$ cat config.mk
export PLATFORM = sky130hd
export DESIGN_NAME = display_timing
export DESIGN_NICKNAME = d
export VERILOG_FILES = /design/src/rtl/vga_timing_pkg.sv /design/src/rtl/sync_delay_line.sv /design/src/rtl/display_timing.sv
export SDC_FILE = /design/constraint.sdc
export NUM_CORES = 1
export LEC_CHECK = 0
export CAP_MARGIN = 0
export CORE_UTILIZATION = 41
export CTS_BUF_LIST = sky130_fd_sc_hd__clkbuf_4 sky130_fd_sc_hd__clkbuf_8
export DETAILED_ROUTE_END_ITERATION = 16
export MAX_ROUTING_LAYER = met4
export PLACE_DENSITY = 0.9
export REMOVE_ABC_BUFFERS = 1
export SLEW_MARGIN = 40
export SYNTH_ARGS = -nofsm -noshare
export SYNTH_HDL_FRONTEND = slang
export SYNTH_SLANG_ARGS = --single-unit
$ cat constraint.sdc
create_clock -name pixel_clk -period 1.4 [get_ports pixel_clk]
set_input_delay 0.35 -clock pixel_clk [delete_from_list [all_inputs] [get_ports pixel_clk]]
set_output_delay 0.35 -clock pixel_clk [all_outputs]
set_load 0.005 [all_outputs]
$ cat src/rtl/vga_timing_pkg.sv
// XVGA raster constants and pixel/sync payload types shared by the display
// timing source and every sprite block on the hcount/vcount bus.
package vga_timing_pkg;

    localparam int unsigned H_ACTIVE = 1024;
    localparam int unsigned H_FP     = 24;
    localparam int unsigned H_SYNC   = 136;
    localparam int unsigned H_BP     = 160;
    localparam int unsigned V_ACTIVE = 768;
    localparam int unsigned V_FP     = 3;
    localparam int unsigned V_SYNC   = 6;
    localparam int unsigned V_BP     = 29;

    localparam int unsigned H_TOTAL = H_ACTIVE + H_FP + H_SYNC + H_BP;
    localparam int unsigned V_TOTAL = V_ACTIVE + V_FP + V_SYNC + V_BP;

    localparam int unsigned H_SYNC_START = H_ACTIVE + H_FP;
    localparam int unsigned H_SYNC_END   = H_SYNC_START + H_SYNC;
    localparam int unsigned V_SYNC_START = V_ACTIVE + V_FP;
    localparam int unsigned V_SYNC_END   = V_SYNC_START + V_SYNC;

    localparam int unsigned HCOUNT_W = 11;
    localparam int unsigned VCOUNT_W = 10;
    localparam int unsigned COLOR_W  = 8;

    typedef struct packed {
        logic [COLOR_W-1:0] r;
        logic [COLOR_W-1:0] g;
        logic [COLOR_W-1:0] b;
    } pixel_t;

    // Raw (active-high) timing flags carried alongside the sprite pipeline.
    typedef struct packed {
        logic blank;
        logic hsync;
        logic vsync;
    } sync_t;

endpackage

$ cat src/rtl/sync_delay_line.sv
// Resettable shift register that holds timing flags back to meet the
// returning pixel; DEPTH of zero collapses to a straight wire.
module sync_delay_line #(
    parameter int unsigned       WIDTH     = 3,
    parameter int unsigned       DEPTH     = 2,
    parameter logic [WIDTH-1:0]  RESET_VAL = '0
) (
    input  logic             clk,
    input  logic             reset,
    input  logic [WIDTH-1:0] din,
    output logic [WIDTH-1:0] dout
);

    if (DEPTH == 0) begin : g_wire
        assign dout = din;
    end else begin : g_pipe
        logic [WIDTH-1:0] stage_q [DEPTH];
        logic [WIDTH-1:0] stage_d [DEPTH];

        always_comb begin
            stage_d[0] = din;
            for (int unsigned i = 1; i < DEPTH; i++) begin
                stage_d[i] = stage_q[i-1];
            end
        end

        always_ff @(posedge clk) begin
            if (reset) begin
                for (int unsigned i = 0; i < DEPTH; i++) begin
                    stage_q[i] <= RESET_VAL;
                end
            end else begin
                stage_q <= stage_d;
            end
        end

        assign dout = stage_q[DEPTH-1];
    end

endmodule

$ cat src/rtl/display_timing.sv
// Raster counter source for the sprite bus: generates hcount/vcount/blank,
// realigns syncs with the returned pixel and registers everything to the pins.
module display_timing
    import vga_timing_pkg::*;
#(
    parameter int unsigned PIX_LATENCY = 2,
    parameter bit          SYNC_POL    = 1'b0,
    parameter int unsigned H_ACT       = vga_timing_pkg::H_ACTIVE,
    parameter int unsigned H_FRONT     = vga_timing_pkg::H_FP,
    parameter int unsigned H_PULSE     = vga_timing_pkg::H_SYNC,
    parameter int unsigned H_BACK      = vga_timing_pkg::H_BP,
    parameter int unsigned V_ACT       = vga_timing_pkg::V_ACTIVE,
    parameter int unsigned V_FRONT     = vga_timing_pkg::V_FP,
    parameter int unsigned V_PULSE     = vga_timing_pkg::V_SYNC,
    parameter int unsigned V_BACK      = vga_timing_pkg::V_BP
) (
    input  logic                pixel_clk,
    input  logic                reset,
    output logic [HCOUNT_W-1:0] hcount,
    output logic [VCOUNT_W-1:0] vcount,
    output logic                blank,
    output logic                frame_start,
    input  pixel_t              pixel_in,
    output logic [COLOR_W-1:0]  vga_r,
    output logic [COLOR_W-1:0]  vga_g,
    output logic [COLOR_W-1:0]  vga_b,
    output logic                vga_hsync,
    output logic                vga_vsync
);

    localparam int unsigned H_TOT    = H_ACT + H_FRONT + H_PULSE + H_BACK;
    localparam int unsigned V_TOT    = V_ACT + V_FRONT + V_PULSE + V_BACK;
    localparam int unsigned HS_START = H_ACT + H_FRONT;
    localparam int unsigned HS_END   = HS_START + H_PULSE;
    localparam int unsigned VS_START = V_ACT + V_FRONT;
    localparam int unsigned VS_END   = VS_START + V_PULSE;

    localparam sync_t DLY_RESET = '{blank: 1'b1, hsync: 1'b0, vsync: 1'b0};

    logic [HCOUNT_W-1:0] hcount_q, hcount_d;
    logic [VCOUNT_W-1:0] vcount_q, vcount_d;
    logic                blank_q, blank_d;
    logic                frame_start_q, frame_start_d;
    pixel_t              rgb_q, rgb_d;
    logic                hsync_q, hsync_d;
    logic                vsync_q, vsync_d;
    logic                h_wrap, v_wrap;
    sync_t               raw_sync;
    sync_t               dly_sync;

    // Counters advance every clock; blank is decoded from the next counts so
    // that it lands in the same cycle as the counts it describes.
    always_comb begin
        h_wrap        = (hcount_q == HCOUNT_W'(H_TOT - 1));
        v_wrap        = (vcount_q == VCOUNT_W'(V_TOT - 1));
        hcount_d      = h_wrap ? '0 : hcount_q + HCOUNT_W'(1);
        vcount_d      = vcount_q;
        if (h_wrap) begin
            vcount_d = v_wrap ? '0 : vcount_q + VCOUNT_W'(1);
        end
        blank_d       = (hcount_d >= HCOUNT_W'(H_ACT)) || (vcount_d >= VCOUNT_W'(V_ACT));
        frame_start_d = h_wrap && v_wrap;
    end

    always_comb begin
        raw_sync.blank = blank_q;
        raw_sync.hsync = (hcount_q >= HCOUNT_W'(HS_START)) && (hcount_q < HCOUNT_W'(HS_END));
        raw_sync.vsync = (vcount_q >= VCOUNT_W'(VS_START)) && (vcount_q < VCOUNT_W'(VS_END));
    end

    sync_delay_line #(
        .WIDTH     ($bits(sync_t)),
        .DEPTH     (PIX_LATENCY),
        .RESET_VAL (DLY_RESET)
    ) u_sync_delay (
        .clk   (pixel_clk),
        .reset (reset),
        .din   (raw_sync),
        .dout  (dly_sync)
    );

    // Pin stage: blanked pixels are forced black so nothing undefined reaches the DAC.
    always_comb begin
        rgb_d   = dly_sync.blank ? '0 : pixel_in;
        hsync_d = dly_sync.hsync ? SYNC_POL : ~SYNC_POL;
        vsync_d = dly_sync.vsync ? SYNC_POL : ~SYNC_POL;
    end

    always_ff @(posedge pixel_clk) begin
        if (reset) begin
            hcount_q      <= '0;
            vcount_q      <= '0;
            blank_q       <= 1'b0;
            frame_start_q <= 1'b0;
            rgb_q         <= '0;
            hsync_q       <= ~SYNC_POL;
            vsync_q       <= ~SYNC_POL;
        end else begin
            hcount_q      <= hcount_d;
            vcount_q      <= vcount_d;
            blank_q       <= blank_d;
            frame_start_q <= frame_start_d;
            rgb_q         <= rgb_d;
            hsync_q       <= hsync_d;
            vsync_q       <= vsync_d;
        end
    end

    assign hcount      = hcount_q;
    assign vcount      = vcount_q;
    assign blank       = blank_q;
    assign frame_start = frame_start_q;
    assign vga_r       = rgb_q.r;
    assign vga_g       = rgb_q.g;
    assign vga_b       = rgb_q.b;
    assign vga_hsync   = hsync_q;
    assign vga_vsync   = vsync_q;

endmodule
After elaboration in Yosys (flattened, before gate mapping)
Cells that the tools add are included.
{"block": "word_totals", "reg_bits": 55, "in_bits": 26, "elab_cells": 31, "output_inout_bits": 49}
{"block": "classes", "n_reduce_logical": 5, "addsub": 2, "mux": 5, "eq_ne": 2, "n_lt_le_gt_ge": 6}
{"cell": "11-bit greater-or-equal comparator (second input constant)", "count": 2}
{"cell": "10-bit greater-or-equal comparator (second input constant)", "count": 2}
{"cell": "10-bit two-way mux", "count": 2}
{"cell": "11-bit by 1-bit adder with 11-bit output (second input constant)", "count": 1}
{"cell": "11-bit == test (second input constant)", "count": 1}
{"cell": "11-bit < comparator (second input constant)", "count": 1}
{"cell": "11-bit two-way mux", "count": 1}
{"cell": "10-bit by 1-bit adder with 10-bit output (second input constant)", "count": 1}
{"cell": "10-bit == test (second input constant)", "count": 1}
{"cell": "10-bit < comparator (second input constant)", "count": 1}
{"cell": "1-bit logical AND", "count": 3}
{"cell": "1-bit two-way mux", "count": 2}
{"cell": "2-bit OR reduction", "count": 1}
{"cell": "1-bit logical OR", "count": 1}

Depth between registers and ports, before layout
Gate-level depths: netlist (run 1).
{"block": "depth", "depth_word": 5, "ltp_mapped": 8, "mapped_depth_nobuf": 7}

Cells and area by module
From an unflattened synthesis (run 1), not the netlist that was laid out.
{"block": "unflattened", "hier_cells": 187, "hier_area_um2": 1951.9}
{"mod": "display_timing", "cells_per_inst": 175, "instances": 1, "seq_area_each_um2": 980.9, "area_per_inst_um2": 1794.2}
{"mod": "sync_delay_line", "cells_per_inst": 12, "instances": 1, "seq_area_each_um2": 120.1, "area_per_inst_um2": 157.7}

Least setup slack after synthesis (run 1)
Ideal clock, no wire load.
{"block": "synth_path", "path_type": "reg-to-reg", "startpoint": "register hcount_q[0], in the netlist hcount[0]", "endpoint": "register (tool-made name)", "setup_time_ns": 0.116, "required_time_ns": 1.284, "setup_slack_ns": -0.169, "t_arrival_ns": 1.453, "path_stages_with_launch": 8, "synth_period_minus_slack_ns": 1.569, "path_buffers": 1, "path_cell_list": "dfxtp_1 > ha_1 > and3_1 > nand4_2 > buf_6 > nor3_2 > xnor2_1 > nor2_2"}
{"element": "start, declared", "line_no": "display_timing.sv:40", "rtl": "logic [HCOUNT_W-1:0] hcount_q, hcount_d;"}
{"element": "start signal, assigned", "line_no": "display_timing.sv:99", "rtl": "hcount_q <= hcount_d;"}

Worst setup path in the final report (run 1)
{"block": "layout_path", "startpoint": "register hcount_q[9], in the netlist hcount[9]", "endpoint": "register vcount_q[9], in the netlist vcount[9]"}
{"block": "layout_via", "elab_chain_len": 2}
{"element": "11-bit == test", "line_no": "display_timing.sv:54", "rtl": "h_wrap = (hcount_q == HCOUNT_W'(H_TOT - 1));"}
{"element": "10-bit two-way mux", "line_no": "display_timing.sv:58", "rtl": "if (h_wrap) begin"}
{"element": "end signal, assigned", "line_no": "display_timing.sv:100", "rtl": "vcount_q <= vcount_d;"}
{"element": "end, declared", "line_no": "display_timing.sv:41", "rtl": "logic [VCOUNT_W-1:0] vcount_q, vcount_d;"}
No other way between the ends.
A chain may end at the register's enable or synchronous reset.

==> impl_results.md, run 1 <==
* # DRC at 0
* Die X at a little over 70 um
* Critical Path RT at 1.62 ns
* DR pass1 iterations at 4
* Worst vdd ir at roughly 0.00073 V
* H-Tree Level Count at 2
* YS warnings at 0
* Vias in the first global route at approximately 2000
* Worst Setup End Kind: register
* Worst slew pin tran at about 0.42 ns
* Final setup fails at 21
* Yosys top cell by area: dfxtp_1
* Clock Skews at approximately 0.0084 ns
* Initial DRC count at approximately 130
* Chip height at about 73 um
* Die ar. at around 5300 um2
* Vias per cell at approximately 5.0
* Commonest non-fill, non-tap cells in the layout: buf_4, dlygate4sd2_1, dfxtp_1, and2_1, clkdlybuf4s50_1
* Fillers at about 280
* Slowest CP cell: dfxtp_2
* Worst Hold Slack at between 0.3 and 0.4 ns
* Yosys top cell area share at a little over half
* Area grow syn2layout at 81.6%
* Final-stage net count at roughly 370
* Ranking of synthesized cells by area: dfxtp_1, and2_1, xnor2_1
* Clock tree sinks at 55
* Hold Crit Class: reg2reg
* Average size of a mapped cell at 10.1 um2
* First-pass GRT wire length at between 10000 and 15000 um
* Routed vias at a little over 2000
* Post-Syn Area at a little over 2000 um2
* Max cap viols at 0
* RSZ-0062 raised after global routing: true
* Top delay family on crit path: simple AND/OR/NAND/NOR gates
* Final slew viol count at 0
* Failing checks: negative setup slack
* Crit Path Max Fanout at 6
* Largest net degree at the start of global routing at 25
* Fin crit share at 119%
* Crit Path Category: reg2reg
* Register area share after synthesis at a little over half
* Hold Path End: vga_hsync
* DR WL/cell at between 15 and 20 um
* Startpoint types: register
* Starting density of the core at between 40% and 50%
* Inserted Clock Buffers at 5
* Crit path DAT at around 1.9 ns
* Syn Inst Count at ~200
* Min cycle time layout at between 1.5 and 2 ns
* CTS clk-pin slew, worst paths at about 0.11 ns
* LEAKAGE at between 1.5 and 2 nW
* Crit path largest cell delay at around 0.35 ns
* Worst-path cell chain: nor4b_4 -> buf_4 -> nand4_4 -> nor4_4 -> xnor2_1 -> nor2_1
* CTS Buffer Depth at 2
* Worst r2r src: hcount[9]
* Hold Crit Start: u_sync_delay.dout[1]
* Final instance area at around 3700 um2
* Status: finished with violations
* Critical path depth at 6
* Ratio of cells with drive above 1 in the final layout at between 40 and 50%
* Setup slack, reg-to-reg at -0.26 ns
* Yosys reg bits at 55
* Gr ovfl total at 0
* TritonCTS clock tree: done
* DPL Wire Length at 3750 um
* Final worst slack at -0.264 ns
* # IOs at 75
* F_max at approximately 600 MHz
* Final Hold Viols at 0
* Post-Route WL at ~7000 um
* GRT Total Usage at 26.2%
* CTS root buffer: clkbuf_8
* Worst hold stages at 1
* Antenna Nets Post-Route at 0
* GPL Wtd Cong at roughly 0.92
* Post-Place Cell Area at 3120 um2
* Pwr dens at between 700 and 800 nW/um2
* Most common cell after layout, fill and taps aside: buf_4
* Initial antenna violation count at 0
* FF-to-FF End: vcount[9]
* Total power draw at 0.00272 W
* Later-pin clock latency in the skew report at roughly 0.31 ns
* CP Buf/Inv Count at 1
* Port Buffers at 74
* Num rows at 25
* Core footprint at around 4800 um2
* Diode count at 0
* R2R cell count at 6
* Max_slew headroom at slightly above 70%
* Distinct cell type count of the synthesized netlist at 37
==> Yosys cell counts (all sizes together) <==
library cell,instances
buf,2
xnor2,11
nor2b,3
o31ai,2
nand2b,3
nand3,6
nor4,1
ha,5
o21ai,1
and2,26
nand4b,1
nand4,5
and4,1
and3,3
a21oi,4
a311oi,1
a31oi,1
nor4b,3
dfxtp,55
or2,2
nand2,9
or3,1
a2111oi,2
inv,6
nor2,27
clkbuf,6
nor3,8
a22o,1
xor2,5
o21bai,1
or2b,1
==> worst max path at each step <==
stage	start	to	slack (ns)
2_1_floorplan	hcount[0]	blank	-0.32
3_3_place_gp	hcount[0]	register	-0.20
3_5_place_dp	hcount[0]	register	-0.28
4_1_cts	hcount[9]	blank	-0.22
5_1_grt	hcount[9]	vcount[9]	-0.34
6_report	hcount[9]	vcount[9]	-0.26
==> per-stage QoR <==
step | util [%] | setup WS [ns] | setup TNS [ns] | cells
after global placement | 65.6 | -0.203 | -4.17 | 370
after CTS | 75.0 | -0.219 | -2.38 | 397
final | 78.3 | -0.264 | -3.75 | 402
after floorplan | - | -0.323 | -3.22 | 195
after detailed placement | 65.6 | -0.283 | -5.79 | 370
after global routing | 78.3 | -0.339 | -5.05 | 402
==> per-layer routing <==
layer / vias up / track usage (%) / routed length [um]
met2: 85 / 49.2 / 3880
met1: 995 / 27.4 / 2700
met3: 17 / 3.73 / 265
li1: 924 / - / -
met4: 0 / 10.2 / 233
met5: - / - / 0
==> cell families (layout without fill, tap and decap cells) <==
| family | count (synthesis) | after routing | synth area share [%] |
|---|---|---|---|
| buf+inv | 14 | 146 | 2.99 |
| compound gates | 13 | 13 | 4.39 |
| fa+ha+maj | 5 | 5 | 3.05 |
| flops | 55 | 55 | 53.7 |
| simple gates | 100 | 100 | 29.0 |
| xor+xnor | 16 | 16 | 6.83 |
==> area by class of cell <==
cell class / instances / area [um2] / share of cell area (%)
Sequential cell: 55 / 1140 / 30.7
Clock inverter: 3 / 23.8 / 0.638
Tap cell: 67 / 83.8 / 2.25
Timing Repair Buffer: 132 / 1210 / 32.4
Clock buffer: 5 / 68.8 / 1.85
Inverter: 6 / 27.5 / 0.739
Multi-Input combinational cell: 134 / 1170 / 31.3
==> report_power, final <==
group          switching (W)  total, W  internal [W]
clock               0.000543  0.000905      0.000362
sequential         0.0000133   0.00160       0.00158
combinational      0.0000746  0.000217      0.000142
total               0.000630   0.00272       0.00209
==> what timing repair did <==
action,CTS,global route
endpoints found under the setup margin,70,35
buffers inserted,19,6
pin swaps,26,14
hold buffers,0,0
cloned,1,0
resized for setup,129,38
==> worst register-to-register path, cell delays in order (launching register included) <==
cell and delay, ns:
dfxtp_2 0.35, nor4b_4 0.29, buf_4 0.17, nand4_4 0.16, nor4_4 0.32, xnor2_1 0.11
nor2_1 0.17
(Power assumes the default switching activity.)
==> run 2: changes to the inputs <==
CTS_CLUSTER_DIAMETER = 60   (was not set)
==> results of run 2 <==
Same layout as run 1: the final DEF is identical, and so are final timing and power.
==> run 3: changes to the inputs <==
GPL_TIMING_DRIVEN = 0   (was not set)
==> impl_results.md, run 3 (same netlist as run 1, synthesis figures left out) <==
* Clock power share at between 30% and 40%
* CTS root buffer: clkbuf_8
* Final setup fails at 19
* DPL Wire Length at between 3000 and 4000 um
* Fillers at approximately 380
* # IOs at 75
* Crit Path Max Fanout at 5
* Die ar. at ~5300 um2
* Diode count at 0
* Final Hold Viols at 0
* DR WL/cell at ~14 um
* First-pass GRT wire length at ~7900 um
* Top delay family on crit path: simple AND/OR/NAND/NOR gates
* Area grow syn2layout at 62.4%
* Port Buffers at 74
* Final worst slack at -0.216 ns
* Fin crit share at 115%
* Critical Path RT at approximately 1.6 ns
* Final instance area at between 3000 and 4000 um2
* Sw Share at around 22%
* Worst hold stages at 1
* Ratio of cells with drive above 1 in the final layout at around a third
* Max cap viols at 0
* DR pass1 iterations at 4
* Routed vias at 1829
* Largest net degree at the start of global routing at 20
* Starting density of the core at between 40 and 50%
* Comb power frac at between 6 and 7%
* H-Tree Level Count at 2
* Later-pin clock latency in the skew report at around 0.3 ns
* R2R cell count at 6
* Core Util, Final at 70.1%
* CTS Buffer Depth at 2
* Chip height at a little over 70 um
* Worst-path cell chain: nor4b_4 -> nand4_4 -> buf_12 -> nor3_4 -> xnor2_2 -> nor2_2
* Min cycle time layout at roughly 1.6 ns
* Status: finished with violations
* Most common cell after layout, fill and taps aside: dlygate4sd2_1
* Int Power at 0.00206 W
* Clock tree sinks at 55
* CTS clk-pin slew, worst paths at 0.10 ns
* Worst r2r src: hcount[7]
* Post-Place Cell Area at between 2000 and 3000 um2
* Worst vdd ir at just under 0.0005 V
* GPL Wtd Cong at roughly 0.8
* Crit path DAT at ~1.8 ns
* Crit path largest cell delay at 0.37 ns
* Critical path depth at 6
* Crit Path Category: reg2reg
* Gr ovfl total at 0
* Die X at 72.7 um
* Antenna Nets Post-Route at 0
* Worst Setup SP: hcount[7]
* Core footprint at 4750 um2
* TritonCTS clock tree: done
* Net switching power at ~0.00058 W
* LEAKAGE at ~1.5 nW
* Vias in the first global route at ~1700
* Commonest non-fill, non-tap cells in the layout: dlygate4sd2_1, dfxtp_1, buf_4, and2_1, clkdlybuf4s50_1
* Clock Skews at roughly 0.0084 ns
* CP Buf/Inv Count at 1
* Sequential Power Share at between 50% and 60%
* Slowest CP cell: dfxtp_4
* Failing checks: negative setup slack
* Inserted Clock Buffers at 5
* Worst slew pin tran at 0.460 ns
* Startpoint types: register
* GRT Total Usage at between 10% and 20%
* # DRC at 0
* F_max at a little over 600 MHz
* Worst Setup End Kind: register
* Hold Crit Class: reg2reg
* Initial antenna violation count at 0
* RSZ-0062 raised after global routing: true
* Post-Route WL at roughly 5200 um
* Final-stage net count at 340
* Final slew viol count at 0
* Vias per cell at about 4.9
* Initial DRC count at between 100 and 150
* Pwr dens at slightly below 800 nW/um2
* CTS Hold Buffers Added at 0
* Max_slew headroom at between 60% and 70%
* Num rows at 25
* Setup slack, reg-to-reg at -0.22 ns
==> run 3: worst min path at each step <==
stage                         start   endpoint  slack [ns]
2_1_floorplan  u_sync_delay.dout[1]  vga_hsync        0.36
3_3_place_gp   u_sync_delay.dout[0]  vga_vsync        0.36
3_5_place_dp   u_sync_delay.dout[1]  vga_hsync        0.36
4_1_cts        u_sync_delay.dout[1]  vga_hsync        0.39
5_1_grt        u_sync_delay.dout[0]  vga_vsync        0.40
6_report       u_sync_delay.dout[1]  vga_hsync        0.38
==> run 3: cell type report <==
| type | instances | area (um2) | share of cell area (%) |
|---|---|---|---|
| Timing Repair Buffer | 106 | 940 | 28.2 |
| Tap cell | 67 | 83.8 | 2.52 |
| Clock inverter | 2 | 16.3 | 0.488 |
| Multi-Input combinational cell | 135 | 1020 | 30.6 |
| Clock buffer | 6 | 76.3 | 2.29 |
| Sequential cell | 55 | 1170 | 35.0 |
| Inverter | 6 | 27.5 | 0.826 |
==> run 3: through the flow <==
step	hold WS, ns	power, W	std cells	setup WS (ns)	setup TNS [ns]
after floorplan	0.355	0.00168	195	-0.323	-3.22
after global placement	0.363	0.00181	336	-0.939	-31.73
after detailed placement	0.362	0.00182	336	-0.681	-25.72
after CTS	0.386	0.00265	372	-0.181	-2.14
after global routing	0.399	0.00275	377	-0.302	-4.04
final	0.384	0.00264	377	-0.216	-2.33
==> run 3: timing repair <==
action,in CTS,in global routing
setup buffers,27,5
cloned,1,0
pin swaps,11,9
endpoints found under the hold margin,0,0
endpoints found under the setup margin,94,33
gates resized for setup,103,20
==> run 3: routing by layer <==
layer	GRT usage (%)	routed length (um)	part of all wire [%]	vias to the layer above
met5	-	0	0	-
met2	36.7	2950	57	54
met1	21.3	1980	38	883
met3	2.62	186	3.6	6
met4	8.50	69	1.3	0
li1	-	-	-	886
==> run 3: power groups by stage <==
stage / Clock, W / Combinational, W / Sequential, W
floorplan: 0 / 0.0000370 / 0.00164
global placement: 0 / 0.000169 / 0.00164
detailed placement: 0 / 0.000174 / 0.00164
CTS: 0.000904 / 0.000171 / 0.00158
global route: 0.000978 / 0.000189 / 0.00158
finish: 0.000886 / 0.000172 / 0.00158
==> edit 1 (settings of run 2) <==
Add an input register stage for `pixel_in`; this delays it by one clock.
--- a/src/rtl/display_timing.sv
+++ b/src/rtl/display_timing.sv
@@ -38,2 +38,8 @@
     localparam sync_t DLY_RESET = '{blank: 1'b1, hsync: 1'b0, vsync: 1'b0};
+
+    pixel_t pixel_q;
+
+    always_ff @(posedge pixel_clk) begin
+        pixel_q <= pixel_in;
+    end
 
@@ -83,3 +89,3 @@
     always_comb begin
-        rgb_d   = dly_sync.blank ? '0 : pixel_in;
+        rgb_d   = dly_sync.blank ? '0 : pixel_q;
         hsync_d = dly_sync.hsync ? SYNC_POL : ~SYNC_POL;
Check against the original RTL: not equivalent (a bounded check fails within 4 cycles, from zero or initial values and one cycle with reset high).
==> edit 1 against run 2 <==
The run still ends with negative setup slack left; count of clock-buffer cells in the layout increased by 6; area after synthesis increased by 19%; routed wire length decreased by 20%; cell area increased by 6.6%; worst setup slack improved by 0.038 ns; non-clock buffer count decreased by 10; total power increased by 54%; sequential cell count increased by 24; clock skew about the same; critical path type unchanged; largest cell class is now registers.
==> edit 1: results (changes against run 2) <==
<table>
<tr><th>Metric</th><th>Value</th></tr>
<tr><th colspan="2">Cells and area</th></tr>
<tr><td># nets final</td><td>369 (+1.1%)</td></tr>
<tr><td>Layout cell share with drive strength beyond 1</td><td>0.350 (-0.0770)</td></tr>
<tr><td>Area growth from synthesis to final layout</td><td>63.4%</td></tr>
<tr><th colspan="2">Placement</th></tr>
<tr><td>Estimated wirelength of the detail-placed design</td><td>3480 µm (-7.3%)</td></tr>
<tr><td>Placed Area</td><td>3500 µm² (+12%)</td></tr>
<tr><th colspan="2">Synth</th></tr>
<tr><td>Adder-cell share of the synthesized area</td><td>0.0257 (-0.00477)</td></tr>
<tr><td>Average size of a mapped cell</td><td>11.5 µm² (+14%)</td></tr>
<tr><td>Largest cells by area after synthesis</td><td>sky130_fd_sc_hd__dfxtp_1 (65%), sky130_fd_sc_hd__and2_1 (6.2%), sky130_fd_sc_hd__xor2_1 (4.3%)</td></tr>
<tr><td>Compound-cell area share of the yosys netlist</td><td>0.0355 (-0.00842)</td></tr>
<tr><td>Register area share after synthesis</td><td>0.651 (+0.114)</td></tr>
<tr><td>Post-synth cell types</td><td>33 (-11%)</td></tr>
<tr><th colspan="2">Global route</th></tr>
<tr><td>Met3 track demand over resource in global routing</td><td>0.0437 (+0.00639)</td></tr>
<tr><td>Overall fraction of global-route tracks in use</td><td>0.193 (-0.0692)</td></tr>
<tr><td>Global-route track usage on met1</td><td>0.217 (-0.0565)</td></tr>
<tr><th colspan="2">Routing</th></tr>
<tr><td>Amount of wire on met3 after detailed routing</td><td>333 µm (+26%)</td></tr>
<tr><td>Number of DRC markers in iteration 0</td><td>50 (-62%)</td></tr>
<tr><td>Met2 wire len</td><td>2840 µm (-27%)</td></tr>
<tr><th colspan="2">Outcome</th></tr>
<tr><td>Status</td><td>finished with violations</td></tr>
<tr><td>Failing checks</td><td>negative setup slack</td></tr>
<tr><th colspan="2">STA</th></tr>
<tr><td>Slew headroom</td><td>0.808 (+0.0906)</td></tr>
<tr><td>Setup violators final</td><td>12 (-43%)</td></tr>
<tr><td>Worst Hold Margin</td><td>0.377 ns (-0.00456 ns)</td></tr>
<tr><td>Setup WS post-layout</td><td>-0.225 ns (+0.0380 ns)</td></tr>
<tr><th colspan="2">Clocking</th></tr>
<tr><td>Skew-Pair Late Insertion Delay</td><td>0.34 ns (+0.03 ns)</td></tr>
<tr><td>Max H-tree Level</td><td>3 (+1)</td></tr>
<tr><th colspan="2">Pwr</th></tr>
<tr><td>Leakage component of the power</td><td>1.80 nW (+6.3%)</td></tr>
<tr><td>Highest ir drop seen on vdd</td><td>0.747 mV (+2.2%)</td></tr>
<tr><th colspan="2">Critical path</th></tr>
<tr><td>Crit Path Max Fanout</td><td>8 (+2)</td></tr>
</table>
-- edit 1: cell types whose count changed in the layout (fill, tap and decap cells not counted), sizes merged, moves of 3 or more --
cell / before / now
nand2: 9 / 6
dfxtp: 55 / 79
a21oi: 4 / 1
nand3: 6 / 9
xor2: 5 / 12
xnor2: 11 / 5
nor2: 27 / 16
buf: 58 / 48
clkbuf: 10 / 15
-- edit 1: worst max-delay path, stage by stage (launching register included) --
cell	delay, ns
sky130_fd_sc_hd__dfxtp_2	0.36
sky130_fd_sc_hd__ha_4	0.15
sky130_fd_sc_hd__nand3_4	0.09
sky130_fd_sc_hd__nor4b_4	0.29
sky130_fd_sc_hd__buf_4	0.18
sky130_fd_sc_hd__buf_8	0.13
sky130_fd_sc_hd__nand3_2	0.08
sky130_fd_sc_hd__xor2_1	0.17
sky130_fd_sc_hd__nor2_1	0.06
-- edit 1: worst paths after layout --
path                             start   endpoint  depth (start not counted)
hold / removal    u_sync_delay.dout[0]  vga_vsync                          1
setup reg to reg             hcount[0]  flip-flop                          8
hold reg to reg   u_sync_delay.dout[0]  vga_vsync                          1
setup / recovery             hcount[0]  flip-flop                          8
-- edit 1: report_power, final --
group          switching [W]  leakage, nW  internal, W
clock network       0.000783       0.0964     0.000864
registers          0.0000186        0.660      0.00231
logic              0.0000709         1.05     0.000142
total               0.000873         1.80      0.00331
-- edit 1: what timing repair did --
action | in CTS | in global routing
buffers inserted | 13 | 5
endpoints found under the setup margin | 64 | 29
resized for setup | 102 | 29
hold endpoints to repair | 0 | 0
pin swaps | 15 | 12
-- edit 1: area by class of cell --
cell class | instances | area share
multi-input combinational | 120 | 0.237
clock buffer | 11 | 0.0350
clock inverter | 5 | 0.0148
timing repair buffer | 122 | 0.278
tap | 72 | 0.0227
sequential | 79 | 0.407
inverter | 6 | 0.00567
==> edit 2 (settings of run 2) <==
Without the edit above. Change the parameter `PIX_LATENCY` from 2 to 4.
--- a/src/rtl/display_timing.sv
+++ b/src/rtl/display_timing.sv
@@ -5,3 +5,3 @@
 #(
-    parameter int unsigned PIX_LATENCY = 2,
+    parameter int unsigned PIX_LATENCY = 4,
     parameter bit          SYNC_POL    = 1'b0,
Function: changed (Yosys sat finds a counterexample within 4 cycles, from zero or initial values and one cycle with reset high).
==> edit 2 against run 2 <==
The flow still finishes with violations (negative setup slack); synthesized cell count fell by 0.49%; area after synthesis rose by 4.2%; sequential cell count is 6 higher; routed wire length down 22%; cell area is 5.6% lower; clock power increased by 79%; worst setup slack lost 0.014 ns; critical path depth increased by 1; total power rose by 31%.
==> edit 2: results (changes against run 2) <==
<table>
<tr><th>Metric</th><th>Value</th></tr>
<tr><th colspan="2">STA</th></tr>
<tr><td>Slew headroom</td><td>0.743 (+0.0259)</td></tr>
<tr><td>Setup WS post-layout</td><td>-0.278 ns (-0.0142 ns)</td></tr>
<tr><td>Fin Setup TNS</td><td>-3.38 ns (+0.374 ns)</td></tr>
<tr><td>Setup violators final</td><td>16 (-24%)</td></tr>
<tr><th colspan="2">Critical path</th></tr>
<tr><td>Crit Path Max Fanout</td><td>8 (+2)</td></tr>
<tr><td>Worst Reg-to-Reg Cells</td><td>7 (+1)</td></tr>
<tr><th colspan="2">Pwr</th></tr>
<tr><td>Leakage component of the power</td><td>1.62 nW (-4.2%)</td></tr>
<tr><td>Net Sw Power</td><td>0.000712 W (+13%)</td></tr>
<tr><td>Highest ir drop seen on vdd</td><td>0.797 mV (+8.9%)</td></tr>
<tr><th colspan="2">Placement</th></tr>
<tr><td>Estimated wirelength of the detail-placed design</td><td>3590 µm (-4.3%)</td></tr>
<tr><td>Final weighted congestion in routability-driven placement</td><td>0.867 (-6.0%)</td></tr>
<tr><th colspan="2">Synth</th></tr>
<tr><td>Post-synth cell types</td><td>36 (-2.7%)</td></tr>
<tr><td>Adder-cell share of the synthesized area</td><td>0.0293 (-0.00123)</td></tr>
<tr><td>Compound-cell area share of the yosys netlist</td><td>0.0404 (-0.00353)</td></tr>
<tr><td>Register area share after synthesis</td><td>0.571 (+0.0345)</td></tr>
<tr><th colspan="2">Cells and area</th></tr>
<tr><td>Fill cell instance count of the final layout</td><td>371 (+31%)</td></tr>
<tr><td>Layout cell share with drive strength beyond 1</td><td>0.322 (-0.105)</td></tr>
<tr><th colspan="2">Global route</th></tr>
<tr><td>Vias in the first global route</td><td>1818 (-11%)</td></tr>
<tr><td>Met3 track demand over resource in global routing</td><td>0.0772 (+0.0399)</td></tr>
<tr><td>Global-route wire length before repair</td><td>8390 µm (-17%)</td></tr>
<tr><td>Overall fraction of global-route tracks in use</td><td>0.214 (-0.0481)</td></tr>
<tr><th colspan="2">Clocking</th></tr>
<tr><td>Post-CTS Resized</td><td>91 (-29%)</td></tr>
<tr><td>Number of buffers added by the clock tree synthesis step</td><td>9 (+4)</td></tr>
<tr><td>Buffer count from post-CTS setup fixing</td><td>11 (-8)</td></tr>
<tr><th colspan="2">Routing</th></tr>
<tr><td>Number of DRC markers in iteration 0</td><td>36 (-73%)</td></tr>
<tr><td>Routed length per instance</td><td>14.1 µm (-20%)</td></tr>
<tr><th colspan="2">Outcome</th></tr>
<tr><td>Failing checks</td><td>negative setup slack</td></tr>
<tr><td>Status</td><td>finished with violations</td></tr>
</table>
[edit 2: changes by cell type after synthesis, sizes merged, moves of 3 or more]
cell | before | now
a21oi | 4 | 0
buf | 2 | 5
dfxtp | 55 | 61
nand2 | 9 | 3
nand3 | 6 | 9
nor2 | 27 | 19
nor2b | 3 | 8
xnor2 | 11 | 5
xor2 | 5 | 12
[edit 2: kinds of logic (layout without fill, tap and decap cells)]
kind of cell	Yosys count	after routing
fa+ha+maj	5	5
compound gates	11	11
xor+xnor	17	17
simple gates	93	93
mux	1	1
flops	61	61
buf+inv	14	135
[edit 2: critical path, stage by stage, from the launching register on]
cell                       delay, ns
sky130_fd_sc_hd__dfxtp_2        0.35
sky130_fd_sc_hd__ha_4           0.16
sky130_fd_sc_hd__nand2_4        0.06
sky130_fd_sc_hd__nor4b_4        0.40
sky130_fd_sc_hd__nand4_1        0.21
sky130_fd_sc_hd__nand2b_1       0.16
sky130_fd_sc_hd__buf_6          0.17
sky130_fd_sc_hd__nor2_2         0.06
[edit 2: area by class of cell]
cell class | instances | area [µm²] | share of cell area
clock buffer | 13 | 173 | 0.0491
clock inverter | 3 | 42.5 | 0.0121
inverter | 5 | 18.8 | 0.00534
multi-input combinational | 127 | 935 | 0.266
sequential | 61 | 1260 | 0.357
tap | 67 | 83.8 | 0.0239
timing repair buffer | 114 | 1010 | 0.286
[edit 2: worst paths after layout]
| path | start | to |
|---|---|---|
| max reg2reg | hcount[1] | flip-flop |
| min | u_sync_delay.dout[1] | vga_hsync |
| min reg2reg | u_sync_delay.dout[1] | vga_hsync |
| max | hcount[1] | flip-flop |
[edit 2: metal layers]
metal / routed length [µm] / up-vias
met5: 0 / -
met2: 2870 / 76
met4: 119 / 0
met3: 411 / 14
met1: 2100 / 874
li1: - / 900
[edit 2: power groups by stage]
stage / combinational, W / clock [W] / sequential [W]
floorplan: 0.0000297 / 0 / 0.00181
global placement: 0.000173 / 0 / 0.00180
detailed placement: 0.000176 / 0 / 0.00180
CTS: 0.000184 / 0.00167 / 0.00176
global route: 0.000195 / 0.00173 / 0.00176
finish: 0.000183 / 0.00162 / 0.00176
[edit 2: per-stage QoR]
| step | instance area, µm² | hold WS, ns | instances | total power (W) | worst slack [ns] |
|---|---|---|---|---|---|
| floorplan | 2090 | 0.355 | 193 | 0.00183 | -0.643 |
| global placement | 3170 | 0.359 | 366 | 0.00197 | -0.180 |
| detailed placement | 3170 | 0.368 | 366 | 0.00198 | -0.305 |
| CTS | 3480 | 0.383 | 391 | 0.00361 | -0.217 |
| global route | 3510 | 0.412 | 390 | 0.00369 | -0.354 |
| finish | 3510 | 0.380 | 390 | 0.00357 | -0.278 |
